### config.mk
export PLATFORM = sky130hd
export DESIGN_NAME = mux_scan_ctrl_4b_8ch
export DESIGN_NICKNAME = d
export VERILOG_FILES = /design/src/rtl/mux_scan_pkg.sv /design/src/rtl/mux_scan_outbuf.sv /design/src/rtl/mux_scan_ctrl_4b_8ch.sv
export SDC_FILE = /design/constraint.sdc
export NUM_CORES = 1
export LEC_CHECK = 0
export CAP_MARGIN = 20
export CORE_AREA = 2 2 47 49
export CTS_CLUSTER_SIZE = 20
export DETAILED_ROUTE_END_ITERATION = 10
export DIE_AREA = 0 0 49 51
export PLACE_DENSITY = 0.7
export SETUP_SLACK_MARGIN = 0.5
export SLEW_MARGIN = 10
export SYNTH_ARGS = -nofsm -noshare
export SYNTH_HDL_FRONTEND = slang
export SYNTH_SLANG_ARGS = --single-unit
export TNS_END_PERCENT = 10
### constraint.sdc
create_clock -name clk -period 1.4 [get_ports clk]
set_input_delay 0.42 -clock clk [delete_from_list [all_inputs] [get_ports clk]]
set_output_delay 0.42 -clock clk [all_outputs]
set_load 0.05 [all_outputs]
### src/rtl/mux_scan_pkg.sv
// Shared types and sizing for the 8-channel, 4-bit mux scan controller.
// Channel count must stay a power of two so the select counter wraps naturally.
package mux_scan_pkg;

   localparam int NBITS  = 4;
   localparam int NCHANS = 8;
   localparam int SEL_W  = $clog2(NCHANS);

   typedef enum logic {
      IDLE = 1'b0,
      SCAN = 1'b1
   } scan_state_t;

   function automatic logic [SEL_W-1:0] sel_inc(input logic [SEL_W-1:0] s);
      return s + 1'b1;
   endfunction

endpackage

### src/rtl/mux_scan_outbuf.sv
// Single-entry val/rdy output register: load wins over drain, otherwise hold.
// space_o tells the producer a load this cycle will not overwrite an unsent sample.
module mux_scan_outbuf
   import mux_scan_pkg::*;
(
   input  logic             clk,
   input  logic             reset,
   input  logic             load_i,
   input  logic [SEL_W-1:0] chan_i,
   input  logic [NBITS-1:0] data_i,
   input  logic             rdy_i,
   output logic             val_o,
   output logic [SEL_W-1:0] chan_o,
   output logic [NBITS-1:0] data_o,
   output logic             space_o
);

   logic             val_q,  val_d;
   logic [SEL_W-1:0] chan_q, chan_d;
   logic [NBITS-1:0] data_q, data_d;

   always_comb begin
      val_d  = val_q;
      chan_d = chan_q;
      data_d = data_q;
      if (load_i) begin
         val_d  = 1'b1;
         chan_d = chan_i;
         data_d = data_i;
      end else if (val_q && rdy_i) begin
         val_d  = 1'b0;
      end
   end

   always_ff @(posedge clk or posedge reset) begin
      if (reset) begin
         val_q  <= 1'b0;
         chan_q <= '0;
         data_q <= '0;
      end else begin
         val_q  <= val_d;
         chan_q <= chan_d;
         data_q <= data_d;
      end
   end

   assign val_o   = val_q;
   assign chan_o  = chan_q;
   assign data_o  = data_q;
   assign space_o = !val_q || rdy_i;

endmodule

### src/rtl/mux_scan_ctrl_4b_8ch.sv
// Scan controller: walks the mux select over enabled channels and streams each
// sample out through a one-deep val/rdy buffer, pulsing frame_done on wrap.
module mux_scan_ctrl_4b_8ch
   import mux_scan_pkg::*;
(
   input  logic              clk,
   input  logic              reset,
   input  logic              en,
   input  logic [NCHANS-1:0] mask,
   output logic [SEL_W-1:0]  sel,
   input  logic [NBITS-1:0]  mux_out,
   output logic              out_val,
   input  logic              out_rdy,
   output logic [SEL_W-1:0]  out_chan,
   output logic [NBITS-1:0]  out_data,
   output logic              frame_done,
   output logic              busy
);

   scan_state_t      state_q, state_d;
   logic [SEL_W-1:0] sel_q, sel_d;
   logic             frame_done_q, frame_done_d;

   logic scan_en;
   logic hit;
   logic space;
   logic cap;
   logic adv;

   always_ff @(posedge clk or posedge reset) begin
      if (reset) begin
         state_q      <= IDLE;
         sel_q        <= '0;
         frame_done_q <= 1'b0;
      end else begin
         state_q      <= state_d;
         sel_q        <= sel_d;
         frame_done_q <= frame_done_d;
      end
   end

   always_comb begin
      state_d      = state_q;
      sel_d        = '0;
      frame_done_d = 1'b0;
      case (state_q)
         IDLE:    state_d = en ? SCAN : IDLE;
         SCAN:    state_d = en ? SCAN : IDLE;
         default: state_d = IDLE;
      endcase
      // Leaving SCAN or sitting in IDLE parks the select at channel 0.
      if (adv) begin
         sel_d        = sel_inc(sel_q);
         frame_done_d = (sel_q == SEL_W'(NCHANS - 1));
      end else if (scan_en) begin
         sel_d        = sel_q;
      end
   end

   always_comb begin
      scan_en = (state_q == SCAN) && en;
      hit     = mask[sel_q];
      cap     = scan_en && hit && space;
      adv     = cap || (scan_en && !hit);
      busy    = (state_q == SCAN) || out_val;
   end

   mux_scan_outbuf u_outbuf (
      .clk     (clk),
      .reset   (reset),
      .load_i  (cap),
      .chan_i  (sel_q),
      .data_i  (mux_out),
      .rdy_i   (out_rdy),
      .val_o   (out_val),
      .chan_o  (out_chan),
      .data_o  (out_data),
      .space_o (space)
   );

   assign sel        = sel_q;
   assign frame_done = frame_done_q;

endmodule

After elaboration in Yosys (flattened, before gate mapping)
Cells that the tools add are included.
- flip-flop bits (word level): 13
- input port bits: 16
- output and inout bits: 13
- logic and storage cells: 29
- $add $sub $neg: 1
- order comparisons: 1
- equality and inequality tests: 2
- muxes and demuxes: 8
- reduce and logical (&&, ||, !) cells: 11
- operator list (cell ; number):
    $mux 3 ; 2
    $logic_and 1x1->1 ; 5
    $mux 1 ; 5
    $lt 3x4->1 const B ; 1
    $add 3x1->3 const B ; 1
    $bmux 1 s3 ; 1
    $eq 3x3->1 const B ; 1
    $logic_or 1x1->1 ; 3
    $logic_not 1->1 ; 2
    $ne 2x1->1 const B ; 1
    $reduce_bool 2->1 ; 1

Logic depth before layout (Yosys ltp)
- depth after elaboration: 6
- mapped depth: 5
- depth with buffers taken out: 4

Hierarchy
A second synthesis with hierarchy kept.
- cells, all modules: 55
- area total of the unflattened synthesis: 688.2 um2
- by module, submodules not included (module ; times used ; cells an instance ; area each (um2) ; sequential area each (um2)):
    mux_scan_ctrl_4b_8ch ; 1 ; 36 ; 355.3 ; 125.1
    mux_scan_outbuf ; 1 ; 19 ; 332.8 ; 200.2

Worst setup path after synthesis
Ideal clock, no wire load.
- path type: reg2reg
- start point: register sel_q[0], in the netlist sel[0]
- end point: register u_outbuf.chan_q[1], in the netlist u_outbuf.chan_o[1]
- library setup time: 0.125 ns
- arrival: 1.769 ns
- required time: 1.275 ns
- setup slack: -0.493 ns
- stages on the path, launching flop included: 6
- buffers on the path: 1
- clock period less this slack: 1.893 ns
- cells stage by stage: dfrtp_1 > buf_6 > mux2i_1 > a31oi_2 > nand4_4 > mux2_2
- word-level cells in the longest chain between the ends: 4
- RTL lines (what ; RTL line ; source):
    from (decl) ; mux_scan_ctrl_4b_8ch.sv:21 ; logic [SEL_W-1:0] sel_q, sel_d;
    from (signal assigned) ; mux_scan_ctrl_4b_8ch.sv:37 ; sel_q <= sel_d;
    $bmux 1 s3 ; mux_scan_ctrl_4b_8ch.sv:62 ; hit = mask[sel_q];
    $mux 1 (not written as such) ; mux_scan_ctrl_4b_8ch.sv:62 ;
    $logic_and 1x1->1 (2 in a row) ; mux_scan_ctrl_4b_8ch.sv:63 ; cap = scan_en && hit && space;
    to (signal assigned) ; mux_scan_outbuf.sv:42 ; chan_q <= chan_d;
    to (decl) ; mux_scan_outbuf.sv:19 ; logic [SEL_W-1:0] chan_q, chan_d;
No other way between the ends. The select of a mux whose other input is x is not followed.
A chain may end at the register's enable or synchronous reset.

Worst setup path after layout
- start point: input port mask[7]
- end point: register u_outbuf.data_q[1], in the netlist u_outbuf.data_o[1]
- word-level cells in the longest chain between the ends: 4
- RTL lines (what ; RTL line ; source):
    from (decl) ; mux_scan_ctrl_4b_8ch.sv:9 ; input logic [NCHANS-1:0] mask,
    $bmux 1 s3 ; mux_scan_ctrl_4b_8ch.sv:62 ;
    $mux 1 (not written as such) ; mux_scan_ctrl_4b_8ch.sv:62 ;
    $logic_and 1x1->1 (2 in a row) ; mux_scan_ctrl_4b_8ch.sv:63 ;
    to (signal assigned) ; mux_scan_outbuf.sv:43 ; data_q <= data_d;
    to (decl) ; mux_scan_outbuf.sv:20 ; logic [NBITS-1:0] data_q, data_d;
No other way between the ends. The select of a mux whose other input is x is not followed.

==> results.toml <==
[finish]
nets = 113
drive_gt1_share_pct = 51.1
final_cell_mix = "clkdlybuf4s50_1 (13), buf_12 (12), dfrtp_1 (10)"
final_common_cell = "clkdlybuf4s50_1"
syn2layout_area_growth_pct = 87.0
diodes = 0
fillCellCount = 171

[floorplan]
core_area_um2 = 2060
ios = 29
die_height_um = 51
rows = 17
die-area_um2 = 2500
start_util_pct = 33.1
die_w_um = 49

[timing]
fin_crit_sh_pct = 115
setup_violations = 16
final-max-slew-violation-count = 0
tightest_slew_ps = 299
hold_viol = 0
fin_crit_ps = 1610
fin_skew_ps = 3.65
fin_setup_tns_ps = -1970
rsz0062_at_grt = "true"
slew_headroom_pct = 80.0
timing.final.ws_setup_ps = -209
hold_ws_ps = 441
fmax_mhz = 621

[synthesis]
synth_adder_area_share_pct = 3.66
synth_warnings = 0
netlist_instances = 51
yosys.area_share.simple_pct = 16.1
synth_nets = 69
synth_compound_area_share_pct = 5.86
ys_seq_area_share_pct = 47.6
synth_top_family_by_area = "multiplexers"
ys_types = 19
ys_ff_latch = 13
syn_avg_cell_area_um2 = 13.4
synth_xor_area_share_pct = 0
synthMuxAreaShare_pct = 24.5
netlist_area_um2 = 683

[worst_setup_path]
startpoint_type = "input port"
cp.arrival_ps = 1780
cp-end-kind = "register"
critPathMaxFanout = 7
worstPathCellList = "clkdlybuf4s50_1 -> mux2i_4 -> a31oi_4 -> nand4_4 -> mux2_4"
max_stage_delay_ps = 500
cp_slowest_cell = "clkdlybuf4s50_1"
r2r_setup_slack_ps = -170
path_class = "input port to register"
crit_required_ps = 1570

[clocking]
root_buffer = "clkbuf_4"
cts_tree = "built"
clock_sinks = 13
htreeDepth = 1
clock_latency_ps = 280
cts_hold_buf = 0
clkTransAtPathRegs_ps = 90
cts_inserted_buffers = 3
clockBufferDepth = 2

[power_and_ir_drop]
ir_drop_mv = 0.656
power.internal_uw = 850
leakage_uw = 0.000609
power_density_nw_per_um2 = 1020
power_uw = 1310
power_frac_seq_pct = 36.6
swShare_pct = 35.0
clkPwrFrac_pct = 18.2
comb_power_share_pct = 45.1
switchingPower_uw = 458

[flow_run]
max-cap-violations = 0

[routing]
ant_nets = 0
dr.first_iter.drc_count = 5
first_pass_iters = 4
drc = 0
num_vias = 569
drt-vias-per-instance = 4.66
drt-total-wl_mm = 1.62
wl_per_cell_um = 13.3

[run_status]
violations = "negative setup slack"
status = "finished, violations left"

[placement]
gp_congestion = 0.734
io_buffers = 28
place_hpwl_mm = 1.25

[global_routing]
gr-total-overflow = 0
grt_pass1_wl_mm = 2.84
grt_pass1_vias = 594
grt_max_degree = 14
track_usage_pct = 15.3
grt_antenna_before_repair = 0

[hold_path]
worstHoldPathType = "input port to asynchronous set/reset pin"
==> metal layers <==
layer	part of all wire, %	global-route usage, %
met2	52	27.6
met5	0	0
met4	2.0	7.14
met3	3.5	2.92
met1	42	17.5
==> path summary, 6_finish.rpt <==
path	from	endpoint	cells past startpoint
worst max register to register	sel[0]	u_outbuf.data_o[1]	4
worst max-delay path	mask[7]	u_outbuf.data_o[1]	5
worst min register to register	u_outbuf.data_o[2]	u_outbuf.data_o[2]	1
min in group clk	u_outbuf.data_o[2]	u_outbuf.data_o[2]	1
worst min-delay path	reset	u_outbuf.data_o[0]	2
max in group asynchronous	reset	sel[0]	2
==> what timing repair did <==
action / 4_1_cts / 5_1_grt
setup endpoints to repair: 25 / 38
resized for setup: 10 / 3
pin swaps: 3 / 3
buffers inserted: 3 / 0
==> kinds of logic after synthesis <==
logic type	after synthesis
multiplexers	14
adder cells (fa/ha/maj)	2
flip-flops	13
buffers and inverters	2
AO/OA/AOI/OAI	3
AND/OR/NAND/NOR	17
==> worst max-delay path: cells and delay by family <==
family	cells	cell delay, ps
buffers and inverters	1	500
muxes	2	450
and+or+nand+nor	1	220
AOI/OAI and AO/OA	1	180
==> sequential cells by signal, indices dropped and copies added, names as in the netlist <==
name             count
sel                  3
frame_done           1
u_outbuf.data_o      4
u_outbuf.chan_o      3
u_outbuf.val_o       1
state_q              1
==> final cells by class <==
type	instances	area, um2	share of cell area (%)
Timing Repair Buffer	40	504	39.5
Inverter	1	7.51	0.588
Clock inverter	1	5.00	0.392
Multi-Input combinational cell	36	374	29.3
Tap cell	28	35.0	2.74
Clock buffer	3	22.5	1.76
Sequential cell	13	329	25.8
==> synthesized netlist by cell type <==
cell type | n | share of area, %
and4_1 | 1 | 1.3
or2_2 | 2 | 1.8
inv_1 | 1 | 0.55
dfrtp_1 | 13 | 48
nand2b_1 | 1 | 0.92
mux2_2 | 2 | 3.3
nor2_1 | 1 | 0.55
nand4_4 | 1 | 3.1
a31oi_1 | 1 | 0.92
ha_1 | 2 | 3.7
mux2_4 | 5 | 11
buf_6 | 1 | 1.6
a31oi_2 | 1 | 1.8
and2b_1 | 1 | 1.1
nand3b_1 | 1 | 1.1
mux2i_1 | 7 | 10
nand3_1 | 7 | 5.1
nand2_1 | 2 | 1.1
a22oi_4 | 1 | 3.1
==> through the flow <==
stage | std cells | util (%) | setup WS [ps] | area, um2
finish | 122 | 61.9 | -209 | 1280
global route | 122 | 61.9 | -253 | 1280
CTS | 122 | 61.1 | -180 | 1260
detailed placement | 115 | 57.2 | -534 | 1180
global placement | 115 | 57.2 | -487 | 1180
floorplan | 51 | - | -295 | 691
==> power groups by stage <==
stage,clock network (uW),registers (uW),logic (uW)
finish,239,480,590
global route,263,487,615
CTS,247,480,590
detailed placement,0,488,568
global placement,0,484,560
floorplan,0,621,132
Note: power is estimated with default switching activity, not from simulation.
